==> config.mk <==
export PLATFORM = sky130hd
export DESIGN_NAME = debounce_multi
export DESIGN_NICKNAME = d
export VERILOG_FILES = /design/src/rtl/debounce_multi.sv
export SDC_FILE = /design/constraint.sdc
export NUM_CORES = 1
export LEC_CHECK = 0
export ABC_AREA = 1
export CORE_MARGIN = 2
export CORE_UTILIZATION = 65
export DETAILED_ROUTE_END_ITERATION = 6
export HOLD_SLACK_MARGIN = 0.05
export PLACE_DENSITY = 0.85
export SYNTH_ARGS = -nofsm -noshare
export SYNTH_HDL_FRONTEND = slang
export SYNTH_SLANG_ARGS = --single-unit
==> constraint.sdc <==
create_clock -name i_clk -period 3.8 [get_ports i_clk]
set_input_delay 1.14 -clock i_clk [delete_from_list [all_inputs] [get_ports i_clk]]
set_output_delay 1.14 -clock i_clk [all_outputs]
set_load 0.01 [all_outputs]
==> src/rtl/debounce_multi.sv <==
// Multi-channel switch debouncer: per channel a 2-flop synchroniser, counter stability
// filter, press/release/hold strobes and a toggle output.
module debounce_multi #(
    parameter int unsigned NUM_CH            = 4,
    parameter int unsigned DEBOUNCE_LIMIT    = 250000,
    parameter int unsigned HOLD_LIMIT        = 25000000,
    parameter bit          TOGGLE_ON_RELEASE = 1'b1,
    parameter bit          HOLD_SUPPRESS     = 1'b1
) (
    input  logic              i_clk,
    input  logic              i_rst_n,
    input  logic [NUM_CH-1:0] i_switch,
    output logic [NUM_CH-1:0] o_level,
    output logic [NUM_CH-1:0] o_press,
    output logic [NUM_CH-1:0] o_release,
    output logic [NUM_CH-1:0] o_hold,
    output logic [NUM_CH-1:0] o_toggle
);

    localparam int unsigned DW = $clog2(DEBOUNCE_LIMIT);
    localparam int unsigned HW = $clog2(HOLD_LIMIT + 1);
    localparam logic [DW-1:0] CNT_MAX  = DW'(DEBOUNCE_LIMIT - 1);
    localparam logic [HW-1:0] HOLD_MAX = HW'(HOLD_LIMIT);
    localparam logic [HW-1:0] HOLD_PRE = HW'(HOLD_LIMIT - 1);

    genvar g;
    for (g = 0; g < NUM_CH; g++) begin : g_ch
        logic          sync1_q;
        logic          sync2_q;
        logic          level_q;
        logic          press_q;
        logic          rel_q;
        logic          hold_q;
        logic          hold_seen_q;
        logic          tog_q;
        logic [DW-1:0] cnt_q;
        logic [HW-1:0] hcnt_q;
        logic          tog_evt;

        always_ff @(posedge i_clk or negedge i_rst_n) begin
            if (!i_rst_n) begin
                sync1_q <= 1'b0;
                sync2_q <= 1'b0;
            end else begin
                sync1_q <= i_switch[g];
                sync2_q <= sync1_q;
            end
        end

        // Any sample agreeing with the filtered state restarts qualification.
        always_ff @(posedge i_clk or negedge i_rst_n) begin
            if (!i_rst_n) begin
                level_q <= 1'b0;
                cnt_q   <= '0;
                press_q <= 1'b0;
                rel_q   <= 1'b0;
            end else begin
                press_q <= 1'b0;
                rel_q   <= 1'b0;
                if (sync2_q != level_q) begin
                    if (cnt_q == CNT_MAX) begin
                        level_q <= sync2_q;
                        cnt_q   <= '0;
                        press_q <= sync2_q;
                        rel_q   <= !sync2_q;
                    end else begin
                        cnt_q <= cnt_q + 1'b1;
                    end
                end else begin
                    cnt_q <= '0;
                end
            end
        end

        // Saturating at HOLD_LIMIT makes the strobe fire at most once per press.
        always_ff @(posedge i_clk or negedge i_rst_n) begin
            if (!i_rst_n) begin
                hcnt_q <= '0;
                hold_q <= 1'b0;
            end else begin
                hold_q <= 1'b0;
                if (!level_q) begin
                    hcnt_q <= '0;
                end else if (hcnt_q != HOLD_MAX) begin
                    hcnt_q <= hcnt_q + 1'b1;
                    hold_q <= (hcnt_q == HOLD_PRE);
                end
            end
        end

        // A hold strobe coincident with the release also counts as seen.
        always_comb begin
            tog_evt = 1'b0;
            if (TOGGLE_ON_RELEASE)
                tog_evt = rel_q && !(HOLD_SUPPRESS && (hold_seen_q || hold_q));
            else
                tog_evt = press_q;
        end

        always_ff @(posedge i_clk or negedge i_rst_n) begin
            if (!i_rst_n) begin
                hold_seen_q <= 1'b0;
                tog_q       <= 1'b0;
            end else begin
                if (rel_q)
                    hold_seen_q <= 1'b0;
                else if (hold_q)
                    hold_seen_q <= 1'b1;
                tog_q <= tog_q ^ tog_evt;
            end
        end

        assign o_level[g]   = level_q;
        assign o_press[g]   = press_q;
        assign o_release[g] = rel_q;
        assign o_hold[g]    = hold_q;
        assign o_toggle[g]  = tog_q;
    end

endmodule

==> results of run 1 <==
routing by layer:
layer / wire length (um) / global-route usage / vias to the layer above
met5: 0 / 0 / -
met3: 1155 / 0.03073 / 42
met2: 12030 / 0.4523 / 259
met4: 464 / 0.06326 / 0
met1: 11080 / 0.3482 / 4774
li1: - / - / 5210
final timing paths:
check                                            start                              to  slack (ns)  cells after the start
setup reg to reg           g_ch[3].level_q$_DFFE_PN0P_      g_ch[3].cnt_q[0]$_DFF_PN0_        1.61                      6
max in group asynchronous                      i_rst_n  g_ch[1].hcnt_q[19]$_DFFE_PN0P_        2.35                      2
min in group asynchronous                      i_rst_n   g_ch[0].hcnt_q[3]$_DFFE_PN0P_        0.57                      1
hold reg to reg              g_ch[0].sync1_q$_DFF_PN0_       g_ch[0].sync2_q$_DFF_PN0_        0.35                      0
setup / recovery           g_ch[3].level_q$_DFFE_PN0P_                      o_level[3]        0.75                      1
hold / removal               g_ch[0].sync1_q$_DFF_PN0_       g_ch[0].sync2_q$_DFF_PN0_        0.35                      0
final cells by class:
type                            instances  area [sq um]  area share
Clock buffer                           33         663.1     0.05159
Sequential cell                       204          5105      0.3971
Inverter                              182         683.2     0.05314
Tap cell                              229         286.5     0.02229
Timing Repair Buffer                   30         305.3     0.02375
Clock inverter                          3         40.04    0.003115
Multi-Input combinational cell       1247          5772      0.4490
sequential cells by signal (all words and copies together), names as in the netlist:
register,flops
g_ch.cnt_q,72
g_ch.hcnt_q,100
g_ch.hold_q,4
g_ch.hold_seen_q,4
g_ch.level_q,4
g_ch.press_q,4
g_ch.rel_q,4
g_ch.sync1_q,4
g_ch.sync2_q,4
g_ch.tog_q,4
power groups by stage:
stage | Sequential, mW | Clock (mW) | Combinational (mW)
6_report | 2.20 | 2.09 | 0.0944
4_1_cts | 2.20 | 2.13 | 0.0988
3_5_place_dp | 2.24 | 0 | 0.0984
3_3_place_gp | 2.24 | 0 | 0.0964
5_1_grt | 2.20 | 2.22 | 0.111
2_1_floorplan | 2.24 | 0 | 0.0357
kinds of logic (layout without fill, tap and decap cells):
kind of cell	after synthesis	count (layout)
DFF	204	204
buffers and inverters	215	248
xor gates and xnor gates	61	61
adders and majority gates	12	12
and+or+nand+nor	1081	1081
AOI/OAI and AO/OA	93	93
Yosys cell counts (4+ instances only):
master	number
a21oi_1	45
and2_1	8
buf_2	4
buf_4	22
clkbuf_1	6
dfrtp_1	204
ha_1	12
inv_1	173
inv_2	9
nand2_1	444
nand2_2	12
nand3_1	106
nand3b_1	5
nand4_1	23
nor2_1	407
nor2_2	18
nor2_4	11
nor3_1	29
nor3_2	7
o21ai_0	39
o21ai_1	4
xnor2_1	28
xor2_1	33
==> results.ini, run 1 <==
[logic_synthesis]
yosysWarnings=0
synth_edf_count=0
synth_area_sq_um=11780
synth-adder-area-share=0.01274
ys_ff_latch=204
syn_inst=1666
synth_cell_types=36
synth-simple-area-share=0.3904
synth_area_per_cell_sq_um=7.072
yosysSeqAreaShare=0.4333
synth_compound_area_frac=0.04142
synth_xor_area_frac=0.04535
synth_area_leaders=dfrtp_1, nand2_1, nor2_1
synth_top_family_by_area=simple AND/OR/NAND/NOR gates
ys.flop_type=dfrtp_1
synthMuxAreaShare=0
syn_nets=1684
yosysTopAreaCellShare=0.4333
async_flop_share=1.000
synth_top_cell_by_area=dfrtp_1

[critical_path]
startpoint_type=register
worst_path_largest_cell_delay_ns=0.74
crit_type=register to primary output
required_ns=2.66
cp_top_family=flip-flops
crit_fanout=21
cp_slowest_cell=dfrtp_1
path_cells=clkdlybuf4s50_1
cp_data_arrival_time_ns=1.91
path_buf_inv=1
cp-end-kind=primary output

[sta]
slew_viol_final=0
layout_setup_ws_ns=0.7513
fmax_mhz=328.0
tns_ns=0
maxSlewHeadroom=0.4495
worst_pin_slew_ns=0.8227
holdWs_ns=0.3543
fin_worst_skew_ns=0.01079
setup_viol=0
rsz0062_at_grt=no
hold_violations=0
period_minus_slack_ns=3.049
fin_crit_sh=0.8023

[floorplan]
die_w_um=138.6
rows=49
dieArea_sq_um=19220
io_pins=26
initial_core_util=0.6581
coreArea_sq_um=17900
fp.dieH_um=138.6

[detailed_routing]
vias=10290
drc_errors=0
drtIter0Drc=627
ant_nets=0
firstDrtPassIters=5
via_per_inst=5.335
wl_um=24720
wl_per_cell_um=12.82

[pwr]
share_comb_of_total_power=0.022
p_sw_frac=0.2093
power_switching_mw=0.9187
power.total_mw=4.390
p_clk_frac=0.477
p_per_area_nw_per_um2=341.5
seq_power_share=0.502
peakVddDrop_mv=0.3916
p_int_mw=3.471
leakagePower_nw=5.207

[cts]
post_cts_buffers=0
tritoncts=yes
htree_num_levels=1
numCtsBuffers=22
clk-insertion-delay-late_ns=0.51
cts_root_buf=clkbuf_16
cts.clk_slew.worst_paths_ns=0.06
clock_path_buffers=3
postCtsHoldBufs=0
numClockSinks=204
cts_resized=0

[final_layout]
drive_gt1_frac=0.06121
final_core_util=0.7181
layout_commonest_cell=nand2_1
fin_area_sq_um=12850
fill_cells=1464
layout.cells.non_filler=1928
diodes=0
nets=1705
final_cell_mix=nand2_1, nor2_1, dfrtp_1
area_growth_syn_to_layout_pct=9.112

[placement]
dp_slack_ns=1.294
routabilityCongestion=0.9207
portBuffers=25
hpwl_um=18020
place_area_sq_um=12150
dpl.cell_count=1892

[flow_run]
cap_violations=0

[global_routing]
grt_pass1_vias=9649
antenna_found_initial=0
grt_max_degree=91
grt_use_total=0.2588
grt_overflow=0
grt_first_pass_wirelength_um=42640

[hold_path]
hp-class=register to register

[run_status]
status=completed

Note: power is estimated with default switching activity, not from simulation.
==> inputs of run 2 (changes only) <==
--- a/config.mk
+++ b/config.mk
@@ -7,10 +7,10 @@
 export LEC_CHECK = 0
 export ABC_AREA = 1
 export CORE_MARGIN = 2
-export CORE_UTILIZATION = 65
+export CORE_UTILIZATION = 57
 export DETAILED_ROUTE_END_ITERATION = 6
 export HOLD_SLACK_MARGIN = 0.05
-export PLACE_DENSITY = 0.85
+export PLACE_DENSITY = 0.79
 export SYNTH_ARGS = -nofsm -noshare
 export SYNTH_HDL_FRONTEND = slang
 export SYNTH_SLANG_ARGS = --single-unit
==> constraint.sdc (replaced) <==
create_clock -name i_clk -period 2.5 [get_ports i_clk]
set_input_delay 0.75 -clock i_clk [delete_from_list [all_inputs] [get_ports i_clk]]
set_output_delay 0.75 -clock i_clk [all_outputs]
set_load 0.01 [all_outputs]
==> run 2 against run 1 <==
  * Via count fell by 1.3%
  * Critical endpoint is now o_release[2]
  * Non-clock buffer count rose by 4
  * Final area rose by 1.2%
  * Register-to-register slack got worse by 0.87 ns
  * Setup slack got worse by 0.49 ns
  * Total power rose by 55%
==> results.ini, run 2 (same netlist as run 1, synthesis figures left out) <==
[final_layout]
layout_commonest_cell=nand2_1
fill_cells=1731  ; +18%
final_cell_mix=nand2_1, nor2_1, dfrtp_1
largest-register=g_ch.hcnt_q
largest_reg_flops=100  ; unchanged
largestRegisters=g_ch.hcnt_q (100), g_ch.cnt_q (72)
drive_gt1_frac=0.06792  ; +0.006703
area_growth_syn_to_layout_pct=10.42
diodes=0  ; unchanged
nets=1710  ; +0.29%

[sta]
worst_pin_slew_ns=0.8640  ; +0.04130 ns
tns_ns=0  ; unchanged
holdWs_ns=0.1622  ; -0.1921 ns
maxSlewHeadroom=0.4218  ; -0.02763
rsz0062_at_grt=no
period_minus_slack_ns=2.235
fmax_mhz=447.5
layout_setup_ws_ns=0.2653  ; -0.4859 ns
hold_violations=0  ; unchanged
fin_worst_skew_ns=0.01490  ; +0.004115 ns
slew_viol_final=0  ; unchanged
fin_crit_sh=0.8939
setup_viol=0  ; unchanged

[detailed_routing]
via_per_inst=5.133  ; -3.8%
wl_um=24860  ; +0.53%
firstDrtPassIters=5  ; unchanged
ant_nets=0  ; unchanged
wl_per_cell_um=12.57  ; -2.0%
vias=10150  ; -1.3%
drtIter0Drc=626  ; -0.16%
drc_errors=0  ; unchanged

[global_routing]
grt_max_degree=57  ; -37%
grt_use_total=0.2348  ; -0.02396
antenna_found_initial=0  ; unchanged
grt_overflow=0  ; unchanged
grt_first_pass_wirelength_um=43240  ; +1.4%
grt_pass1_vias=9550  ; -1.0%

[cts]
cts.clk_slew.worst_paths_ns=0.06  ; about the same
tritoncts=yes
cts_resized=0  ; unchanged
htree_num_levels=1  ; unchanged
postCtsHoldBufs=0  ; unchanged
clock_path_buffers=3  ; unchanged
clk-insertion-delay-late_ns=0.51  ; about the same
numCtsBuffers=23  ; +4.5%
cts_root_buf=clkbuf_16
numClockSinks=204  ; unchanged
post_cts_buffers=0  ; unchanged

[floorplan]
coreArea_sq_um=20230  ; +13%
fp.dieH_um=147.8  ; +6.6%
die_w_um=147.8  ; +6.6%
initial_core_util=0.5822  ; -0.07585
io_pins=26  ; unchanged
rows=52  ; +6.1%
dieArea_sq_um=21830  ; +14%

[critical_path]
path_buf_inv=1  ; unchanged
startpoint_type=register
cp_top_family=buffers and inverters
cp_slowest_cell=clkdlybuf4s50_1
required_ns=1.75  ; -0.91 ns
crit_type=register to primary output
crit_fanout=3  ; -86%
path_cells=clkdlybuf4s50_1
cp_data_arrival_time_ns=1.48  ; -0.43 ns
worst_path_largest_cell_delay_ns=0.56  ; -0.18 ns
cp-end-kind=primary output

[pwr]
peakVddDrop_mv=0.6181  ; +58%
leakagePower_nw=5.263  ; +1.1%
power.total_mw=6.798  ; +55%
p_per_area_nw_per_um2=522.6  ; +53%

[placement]
portBuffers=25  ; unchanged
dp_slack_ns=0.7943  ; -0.4994 ns
hpwl_um=18440  ; +2.3%
routabilityCongestion=0.9024  ; -2.0%

[run_status]
status=completed

[hold_path]
hp-class=input pin to asynchronous set/reset pin

[flow_run]
cap_violations=0  ; unchanged

==> run 2: cell count changes in the layout (fill, tap and decap cells not counted), sizes merged <==
cell,delta
clkbuf,-2
clkinvlp,+1
clkinv,+5
inv,+1
buf,+4
==> run 2: routing by layer <==
metal  track usage  share of wire  vias up
li1              -              -     5223
met4       0.06971          0.022        0
met2        0.3914           0.47      207
met5             0              0        -
met1        0.3226           0.47     4680
met3       0.03179          0.045       43
==> run 2: path summary, 6_finish.rpt <==
check / startpoint / endpoint / slack [ns] / cells after the start
setup reg to reg: g_ch[3].cnt_q[0]$_DFF_PN0_ / g_ch[3].cnt_q[12]$_DFF_PN0_ / 0.74 / 8
min in group i_clk: g_ch[1].sync1_q$_DFF_PN0_ / g_ch[1].sync2_q$_DFF_PN0_ / 0.35 / 0
setup / recovery: g_ch[2].rel_q$_DFF_PN0_ / o_release[2] / 0.27 / 1
hold reg to reg: g_ch[1].sync1_q$_DFF_PN0_ / g_ch[1].sync2_q$_DFF_PN0_ / 0.35 / 0
max in group asynchronous: i_rst_n / g_ch[3].cnt_q[12]$_DFF_PN0_ / 1.71 / 2
hold / removal: i_rst_n / g_ch[3].hcnt_q[5]$_DFFE_PN0P_ / 0.16 / 1
==> run 2: worst register-to-register path: cells and delay by family (launching register included) <==
| family | cells | cell delay (ns) |
|---|---|---|
| and+or+nand+nor | 5 | 0.69 |
| DFF | 1 | 0.45 |
| buffers and inverters | 2 | 0.26 |
| adders and majority gates | 1 | 0.24 |
==> run 2: stage by stage <==
step / utilization / cell area [sq um] / cells
after floorplan: - / 11780 / 1666
after global placement: 0.6058 / 12260 / 1937
after detailed placement: 0.6058 / 12260 / 1937
after CTS: 0.6429 / 13010 / 1978
after global routing: 0.6429 / 13010 / 1978
final: 0.6429 / 13010 / 1978
==> run 2: final cells by class <==
class / count / area (sq um) / share of cell area
Clock buffer: 31 / 665.6 / 0.05117
Clock inverter: 10 / 85.08 / 0.006540
Inverter: 182 / 683.2 / 0.05252
Multi-Input combinational cell: 1247 / 5772 / 0.4437
Sequential cell: 204 / 5105 / 0.3924
Tap cell: 270 / 337.8 / 0.02597
Timing Repair Buffer: 34 / 360.3 / 0.02770
==> run 2: power by group <==
part	total (mW)	switching [mW]	internal, mW
Combinational	0.148	0.107	0.0402
Sequential	3.35	0.0217	3.32
Clock	3.30	1.33	1.97
